### config.mk
export PLATFORM = sky130hd
export DESIGN_NAME = mmio_bridge_flat
export DESIGN_NICKNAME = d
export VERILOG_FILES = /design/src/rtl/mmio_bridge_if.sv /design/src/rtl/mmio_bridge.sv /design/src/flat_wrapper.sv
export SDC_FILE = /design/constraint.sdc
export NUM_CORES = 1
export LEC_CHECK = 0
export BUFFER_PORTS_ARGS = -buffer_cell sky130_fd_sc_hd__buf_2
export CAP_MARGIN = 20
export CORE_UTILIZATION = 50
export DETAILED_ROUTE_END_ITERATION = 7
export PLACE_DENSITY_LB_ADDON = 0.15
export SYNTH_ARGS = -nofsm -noshare
export SYNTH_HDL_FRONTEND = slang
export SYNTH_SLANG_ARGS = --single-unit
### constraint.sdc
create_clock -name CLK -period 4.97 [get_ports CLK]
set_input_delay 0.2485 -clock CLK [delete_from_list [all_inputs] [get_ports CLK]]
set_output_delay 0.2485 -clock CLK [all_outputs]
set_load 0.01 [all_outputs]
### src/rtl/mmio_bridge_if.sv
// Bus bundle for mmio_bridge: datapath request, RAM port, and the two byte streams.
// master is the surrounding system (datapath, RAM, stream peers); slave is the bridge.
interface mmio_bridge_if;
  // Datapath data-memory request
  logic [7:0] Addr;
  logic [7:0] WrData;
  logic       MemWrite;
  logic       MemRead;
  logic [7:0] RdData;

  // RAM-side port
  logic [7:0] ram_addr;
  logic [7:0] ram_wdata;
  logic       ram_we;
  logic       ram_re;
  logic [7:0] ram_rdata;

  // Output byte stream
  logic [7:0] out_data;
  logic       out_valid;
  logic       out_ready;

  // Input byte stream
  logic [7:0] in_data;
  logic       in_valid;
  logic       in_ready;

  modport master (
    output Addr,
    output WrData,
    output MemWrite,
    output MemRead,
    input  RdData,
    input  ram_addr,
    input  ram_wdata,
    input  ram_we,
    input  ram_re,
    output ram_rdata,
    input  out_data,
    input  out_valid,
    output out_ready,
    output in_data,
    output in_valid,
    input  in_ready
  );

  modport slave (
    input  Addr,
    input  WrData,
    input  MemWrite,
    input  MemRead,
    output RdData,
    output ram_addr,
    output ram_wdata,
    output ram_we,
    output ram_re,
    input  ram_rdata,
    output out_data,
    output out_valid,
    input  out_ready,
    input  in_data,
    input  in_valid,
    output in_ready
  );
endinterface

### src/rtl/mmio_bridge.sv
// MMIO bridge: passes 0x00-0xFB through to RAM and decodes 0xFC-0xFF into a free-running
// counter, a one-byte input buffer, a status register and a 4-entry output FIFO.
module mmio_bridge (
  input logic          CLK,
  input logic          Reset,
  mmio_bridge_if.slave bus
);

  localparam logic [7:0] AddrCnt    = 8'hFC;
  localparam logic [7:0] AddrInbuf  = 8'hFD;
  localparam logic [7:0] AddrStatus = 8'hFE;
  localparam logic [7:0] AddrOut    = 8'hFF;
  localparam int unsigned Depth     = 4;

  logic [7:0] cnt_q, cnt_d;
  logic [7:0] inbuf_q, inbuf_d;
  logic       inflag_q, inflag_d;
  logic       ovf_q, ovf_d;
  logic [1:0] wptr_q, wptr_d;
  logic [1:0] rptr_q, rptr_d;
  logic [2:0] count_q, count_d;
  logic [7:0] mem_q [Depth];
  logic [7:0] mem_d [Depth];

  logic       is_mmio;
  logic       wr_cnt;
  logic       rd_inbuf;
  logic       wr_status;
  logic       push;
  logic       pop;
  logic       push_ok;
  logic       full;
  logic       empty;
  logic       capture;
  logic [7:0] status;

  // Top four addresses form the MMIO window.
  assign is_mmio = (bus.Addr[7:2] == 6'b111111);

  assign full  = (count_q == 3'd4);
  assign empty = (count_q == 3'd0);

  // Both stream handshakes are held off while Reset is high.
  assign bus.out_valid = ~empty & ~Reset;
  assign bus.in_ready  = ~inflag_q & ~Reset;
  assign bus.out_data  = mem_q[rptr_q];

  assign wr_cnt    = bus.MemWrite & (bus.Addr == AddrCnt)    & ~Reset;
  assign rd_inbuf  = bus.MemRead  & (bus.Addr == AddrInbuf)  & ~Reset;
  assign wr_status = bus.MemWrite & (bus.Addr == AddrStatus) & ~Reset;
  assign push      = bus.MemWrite & (bus.Addr == AddrOut)    & ~Reset;
  assign pop       = bus.out_valid & bus.out_ready;
  // A push into a full FIFO only lands if the head leaves on the same edge.
  assign push_ok   = push & (~full | pop);
  assign capture   = bus.in_valid & bus.in_ready;

  assign status = {ovf_q, inflag_q, full, empty, 1'b0, count_q};

  // RAM side: address/data always pass through, strobes only inside the RAM window.
  always_comb begin
    bus.ram_addr  = bus.Addr;
    bus.ram_wdata = bus.WrData;
    bus.ram_we    = bus.MemWrite & ~is_mmio;
    bus.ram_re    = bus.MemRead & ~is_mmio;
  end

  always_comb begin
    bus.RdData = bus.ram_rdata;
    case (bus.Addr)
      AddrCnt:    bus.RdData = cnt_q;
      AddrInbuf:  bus.RdData = inbuf_q;
      AddrStatus: bus.RdData = status;
      AddrOut:    bus.RdData = 8'h00;
      default:    bus.RdData = bus.ram_rdata;
    endcase
  end

  // Counter: a write load wins over the increment.
  always_comb begin
    cnt_d = cnt_q + 8'd1;
    if (wr_cnt) begin
      cnt_d = bus.WrData;
    end
  end

  // Input buffer: capture is impossible while INFLAG is set, so clear and set never collide.
  always_comb begin
    inbuf_d  = inbuf_q;
    inflag_d = inflag_q;
    if (rd_inbuf) begin
      inflag_d = 1'b0;
    end
    if (capture) begin
      inbuf_d  = bus.in_data;
      inflag_d = 1'b1;
    end
  end

  always_comb begin
    wptr_d  = wptr_q;
    rptr_d  = rptr_q;
    count_d = count_q;
    ovf_d   = ovf_q;
    mem_d   = mem_q;

    if (push_ok) begin
      mem_d[wptr_q] = bus.WrData;
      wptr_d        = wptr_q + 2'd1;
    end
    if (pop) begin
      rptr_d = rptr_q + 2'd1;
    end

    if (push_ok && !pop) begin
      count_d = count_q + 3'd1;
    end else if (pop && !push_ok) begin
      count_d = count_q - 3'd1;
    end

    if (push && !push_ok) begin
      ovf_d = 1'b1;
    end
    if (wr_status && bus.WrData[7]) begin
      ovf_d = 1'b0;
    end
  end

  always_ff @(posedge CLK) begin
    if (Reset) begin
      cnt_q    <= 8'h00;
      inbuf_q  <= 8'h00;
      inflag_q <= 1'b0;
      ovf_q    <= 1'b0;
      wptr_q   <= 2'd0;
      rptr_q   <= 2'd0;
      count_q  <= 3'd0;
    end else begin
      cnt_q    <= cnt_d;
      inbuf_q  <= inbuf_d;
      inflag_q <= inflag_d;
      ovf_q    <= ovf_d;
      wptr_q   <= wptr_d;
      rptr_q   <= rptr_d;
      count_q  <= count_d;
    end
  end

  // Storage needs no reset; stale entries are unreachable once the pointers clear.
  always_ff @(posedge CLK) begin
    mem_q <= mem_d;
  end

endmodule

### src/flat_wrapper.sv
// flat-port wrapper written by rule: the top's interface ports become plain ports
module mmio_bridge_flat 
  (CLK, Reset, bus_Addr, bus_WrData, bus_MemWrite, bus_MemRead, bus_RdData, bus_ram_addr, bus_ram_wdata, bus_ram_we, bus_ram_re, bus_ram_rdata, bus_out_data, bus_out_valid, bus_out_ready, bus_in_data, bus_in_valid, bus_in_ready);
  mmio_bridge_if bus_i ();
  input logic CLK;
  input logic Reset;
  input wire logic [$bits(bus_i.Addr)-1:0] bus_Addr;
  input wire logic [$bits(bus_i.WrData)-1:0] bus_WrData;
  input wire logic [$bits(bus_i.MemWrite)-1:0] bus_MemWrite;
  input wire logic [$bits(bus_i.MemRead)-1:0] bus_MemRead;
  output wire logic [$bits(bus_i.RdData)-1:0] bus_RdData;
  output wire logic [$bits(bus_i.ram_addr)-1:0] bus_ram_addr;
  output wire logic [$bits(bus_i.ram_wdata)-1:0] bus_ram_wdata;
  output wire logic [$bits(bus_i.ram_we)-1:0] bus_ram_we;
  output wire logic [$bits(bus_i.ram_re)-1:0] bus_ram_re;
  input wire logic [$bits(bus_i.ram_rdata)-1:0] bus_ram_rdata;
  output wire logic [$bits(bus_i.out_data)-1:0] bus_out_data;
  output wire logic [$bits(bus_i.out_valid)-1:0] bus_out_valid;
  input wire logic [$bits(bus_i.out_ready)-1:0] bus_out_ready;
  input wire logic [$bits(bus_i.in_data)-1:0] bus_in_data;
  input wire logic [$bits(bus_i.in_valid)-1:0] bus_in_valid;
  output wire logic [$bits(bus_i.in_ready)-1:0] bus_in_ready;
  assign bus_i.Addr = bus_Addr;
  assign bus_i.WrData = bus_WrData;
  assign bus_i.MemWrite = bus_MemWrite;
  assign bus_i.MemRead = bus_MemRead;
  assign bus_RdData = bus_i.RdData;
  assign bus_ram_addr = bus_i.ram_addr;
  assign bus_ram_wdata = bus_i.ram_wdata;
  assign bus_ram_we = bus_i.ram_we;
  assign bus_ram_re = bus_i.ram_re;
  assign bus_i.ram_rdata = bus_ram_rdata;
  assign bus_out_data = bus_i.out_data;
  assign bus_out_valid = bus_i.out_valid;
  assign bus_i.out_ready = bus_out_ready;
  assign bus_i.in_data = bus_in_data;
  assign bus_i.in_valid = bus_in_valid;
  assign bus_in_ready = bus_i.in_ready;
  mmio_bridge u_core (.CLK(CLK), .Reset(Reset), .bus(bus_i));
endmodule
# == Word-level counts from Yosys, hierarchy flattened ==
# Index checks and enable logic that the tools add are counted.
# totals
regBits,57
input_bits,38
out_inout_bits,36
wordCells,71
# classes
n_addsub,5
magnitude_cmp,3
eq_ne,6
n_mux,12
bitwise_logic,23
reduce_logical,11
# ops
cell,n
bitwise mux 32 bit,1
== test 8 bit (second input constant),4
two-way mux 8 bit,4
one-hot mux 8 bit (4 select lines),1
binary-select mux 8 bit (select 2 bit),1
demux 8 bit (select 2 bit),1
AND 1 bit,15
adder 8 x 1 -> 8 bit (second input constant),1
== test 6 bit (second input constant),1
>= comparator 3 bit (second input constant),2
two-way mux 3 bit,2
inverter 2 -> 3 bit,2
logical AND 1 bit,5
inverter 1 bit,5
adder 2 x 1 -> 2 bit (second input constant),2
nonzero test 2 bit,2
adder 3 x 1 -> 3 bit (second input constant),1
== test 3 bit (second input constant),1
zero test 3 bit,1
< comparator 3 x 1 -> 1 bit (second input constant),1
subtractor 3 x 1 -> 3 bit (second input constant),1
zero test 1 bit,2
two-way mux 1 bit,2
OR reduction 2 bit,1
OR 1 bit,1

# == Longest topological paths before layout ==
# depth
ltp_word,10
ltp_mapped,9
ltp_nobuf,8

# == Worst setup path before layout ==
# OpenSTA, ideal clock, no wires.
# synth_timing
path_type,register to register
from,reg u_core.count_q[0]
to,reg u_core.count_q[2]
setup_ns,0.070
arrival_ns,2.254
required_time_ns,4.900
setup_slack_ns,2.647
path_stages_with_launch,9
path_buffers,0
period_less_slack_ns,2.323
path_cell_list,dfxtp_1 -> nor3b_1 -> a2111oi_4 -> ha_1 -> inv_1 -> fa_1 -> xor2_1 -> or3_1 -> a21oi_1
# synth_via
elab_chain_len,9
elab_cells_between_ends,17
classes_between,add/sub (2); eq/ne (1); mux (2); bitwise (6); reduce/logical (6)
# synth_lines
item,line_no,text
start: declaration,mmio_bridge.sv:21,"logic [2:0] count_q, count_d;"
start signal: assignment,mmio_bridge.sv:144,count_q <= count_d;
zero test 3 bit,mmio_bridge.sv:41,assign empty = (count_q == 3'd0);
inverter 1 bit,mmio_bridge.sv:44,assign bus.out_valid = ~empty & ~Reset;
AND 1 bit,mmio_bridge.sv:44,
AND 1 bit,mmio_bridge.sv:52,assign pop = bus.out_valid & bus.out_ready;
OR 1 bit (*),mmio_bridge.sv:54,assign push_ok = push & (~full | pop);
AND 1 bit (*),mmio_bridge.sv:54,
net u_core.push_ok,mmio_bridge.sv:31,logic push_ok;
zero test 1 bit,mmio_bridge.sv:116,end else if (pop && !push_ok) begin
logical AND 1 bit,mmio_bridge.sv:116,
nonzero test 2 bit (no source line),n/a,
# The timed path passes the listed nets; every way through them passes the cells marked *. The select of a mux whose other input is x is not followed.
# A chain may end at the register's enable or synchronous reset.

# == Final worst setup path ==
# Same ends and word-level chain as after synthesis.

==> metrics.csv <==
metric,value,unit
dr.pass1.iters,4,
fmax,389,MHz
p_switching,0.000227,W
via_count,1976,
syn_area,0.00280,mm²
fin_skew,6.39,ps
wl,5.47,mm
grt_usage,19.3,%
hold_class,primary input to register,
cts_buffers,9,
grt-ovfl-total,0,
drc_errors,0,
synth_cell_types,38,
ys_warn_count,0,
grt_pass1_wl,8.69,mm
cellPowerDensity,317,mW/mm²
critPathCaptureType,register,
fp.dieArea,0.00591,mm²
slew_headroom,39.2,%
post_cts_buffers,0,
rows,26,
via_per_inst,5.27,
grt_max_degree,30,
drt_iter0_drc,134,
drive_gt1_share,33.1,%
syn_inst,243,
outcome,"finished, final reports clean",
clk_pin_slew,60,ps
crit_fanout,8,
die_w,76.9,µm
antenna_found_initial,0,
sw_frac_of_total,21.7,%
start_util,53.5,%
post-route-util,62.9,%
ir_drop,0.146,mV
pin_count,74,
dpl_cell_area,0.00308,mm²
cts.sinks,57,
critical_path_arrival,2820,ps
cts_tree,yes,
wire_per_inst,14.6,µm
fin_ws,2400,ps
clock_path_buffers,2,
cp-start-kind,register,
dp.final_hpwl,4.02,mm
maxCapViolCount,0,
p_seq_share,48.9,%
internal_power,0.000818,W
ant_nets,0,
root_buffer,clkbuf_8,
grt_pass1_vias,1845,
setup_viol,0,
dieHeight,76.9,µm
fin_area,0.00329,mm²
gp_congestion,0.755,
clk_latency,320,ps
rsz0062_at_grt,false,
min_period_over_period,51.8,%
post_cts_resized,0,
slew_violations,0,
holdWs,152,ps
ys_ff_latch,57,
fin_crit,2570,ps
h-tree-depth,3,
crit_type,register to register,
final-hold-violation-count,0,
ys_seq_area_share,52.2,%
synthFlopType,edfxtp_1,
synth_edf_count,32,
syn_area_per_cell,11.5,µm²
syn-num-nets,288,
async_flop_share,0,%
power.static_leakage,1.30,nW
fin_nets,345,
numPortBuffers,73,
areaGrowthSynthToFinish,17.5,%
comb_power_share,7.7,%
n_antenna_cell,0,
hold_buffers,0,
tightest_slew,909,ps
core_area,0.00524,mm²
pre_cts_slack,2280,ps
cp.required,5220,ps
tns,0,ps
power.share.clock,43.4,%
-- cell usage in the layout, fill, tap and decap left out, types with 2 or more instances in the layout --
cell       synthesis  layout
o41ai_1            4       4
a2bb2oi_1          2       2
xnor2_1            4       4
nand2_1           20      20
and2_1             4       4
mux4_2             8       8
nor2b_1            4       4
clkbuf_8           0       9
ha_1               6       6
edfxtp_1          32      32
buf_2              3      73
mux2i_1           14      14
bufinv_16          0       2
dfxtp_1           25      25
and3_1             3       3
or3_1              2       2
o21ai_0            3       3
nor3_1             2       2
clkinv_2           0       3
nor2_1            27      27
a21oi_1           24      24
inv_1              6       6
xor2_1             7       7
nand3_1            5       5
-- power groups by stage --
stage | Sequential, W | Clock [W] | Combinational (W)
final | 0.000511 | 0.000454 | 0.0000804
after global routing | 0.000511 | 0.000480 | 0.0000891
after CTS | 0.000510 | 0.000463 | 0.0000815
after detailed placement | 0.000521 | 0 | 0.0000811
after global placement | 0.000521 | 0 | 0.0000799
after floorplan | 0.000518 | 0 | 0.0000535
-- final cells by class --
class | instances | area [µm²]
clock buffer | 10 | 128
clock inverter | 6 | 82.6
fill | 440 | 1950
inverter | 6 | 22.5
multi-input combinational | 153 | 1140
sequential | 57 | 1460
tap | 70 | 87.6
timing repair buffer | 73 | 365
-- per-layer routing --
layer	part of all wire [%]	GRT usage, %	vias up
met4	1.2	7.69	0
met1	42	21.7	926
met3	5.0	5.36	8
met5	0	0	-
li1	-	-	972
met2	52	34.4	70
-- metrics by stage --
stage               instances  total power [W]
finish                    375          0.00104
floorplan                 243         0.000572
CTS                       375          0.00105
global route              375          0.00108
global placement          359         0.000600
detailed placement        359         0.000602
-- path summary, 6_finish.rpt --
path | from | end | cells past startpoint | slack, ps
hold / removal | bus_MemRead | u_core.inflag_q | 2 | 150
setup / recovery | u_core.count_q[0] | u_core.count_q[2] | 8 | 2400
hold reg to reg | u_core.inbuf_q[6] | u_core.inbuf_q[6] | 2 | 460
setup reg to reg | u_core.count_q[0] | u_core.count_q[2] | 8 | 2400
-- critical path: stages (launching register included) --
cell       delay, ps
dfxtp_1          450
nor3b_1          160
a2111oi_4        590
ha_1             270
inv_1             60
fa_1             370
xor2_1           160
or3_1            300
a21oi_1          150
-- Yosys cell counts, drive strengths merged, types with 2 or more instances --
master | count | share of area (%)
inv | 6 | 0.80
a2bb2oi | 2 | 0.63
xnor2 | 4 | 1.3
nand3 | 5 | 0.89
edfxtp | 32 | 34
clkbuf | 5 | 0.67
nor3 | 3 | 0.94
ha | 6 | 2.7
a21oi | 24 | 4.3
nand2b | 2 | 0.71
o41ai | 4 | 1.3
buf | 22 | 5.5
mux2i | 14 | 5.0
dfxtp | 25 | 18
xor2 | 7 | 2.2
nor2b | 4 | 0.89
and3 | 3 | 0.67
nand2 | 20 | 2.7
or3 | 2 | 0.45
mux4 | 8 | 6.4
o21ai | 3 | 0.54
and2 | 4 | 0.89
nor2 | 27 | 3.6
-- flip-flops by register name, indices dropped and copies added, names as in the netlist --
name and count:
u_core.inbuf_q 8, u_core.cnt_q 8, u_core.mem_q 32, u_core.rptr_q 2, u_core.inflag_q 1, u_core.wptr_q 2, u_core.count_q 3, u_core.ovf_q 1
-- kinds of logic after synthesis --
family	synth area share [%]
flops	52.2
xor+xnor	3.44
buf+inv	6.97
compound gates	8.80
fa+ha+maj	3.39
mux	11.4
simple gates	13.8
Power figures use the tool's default switching activity.
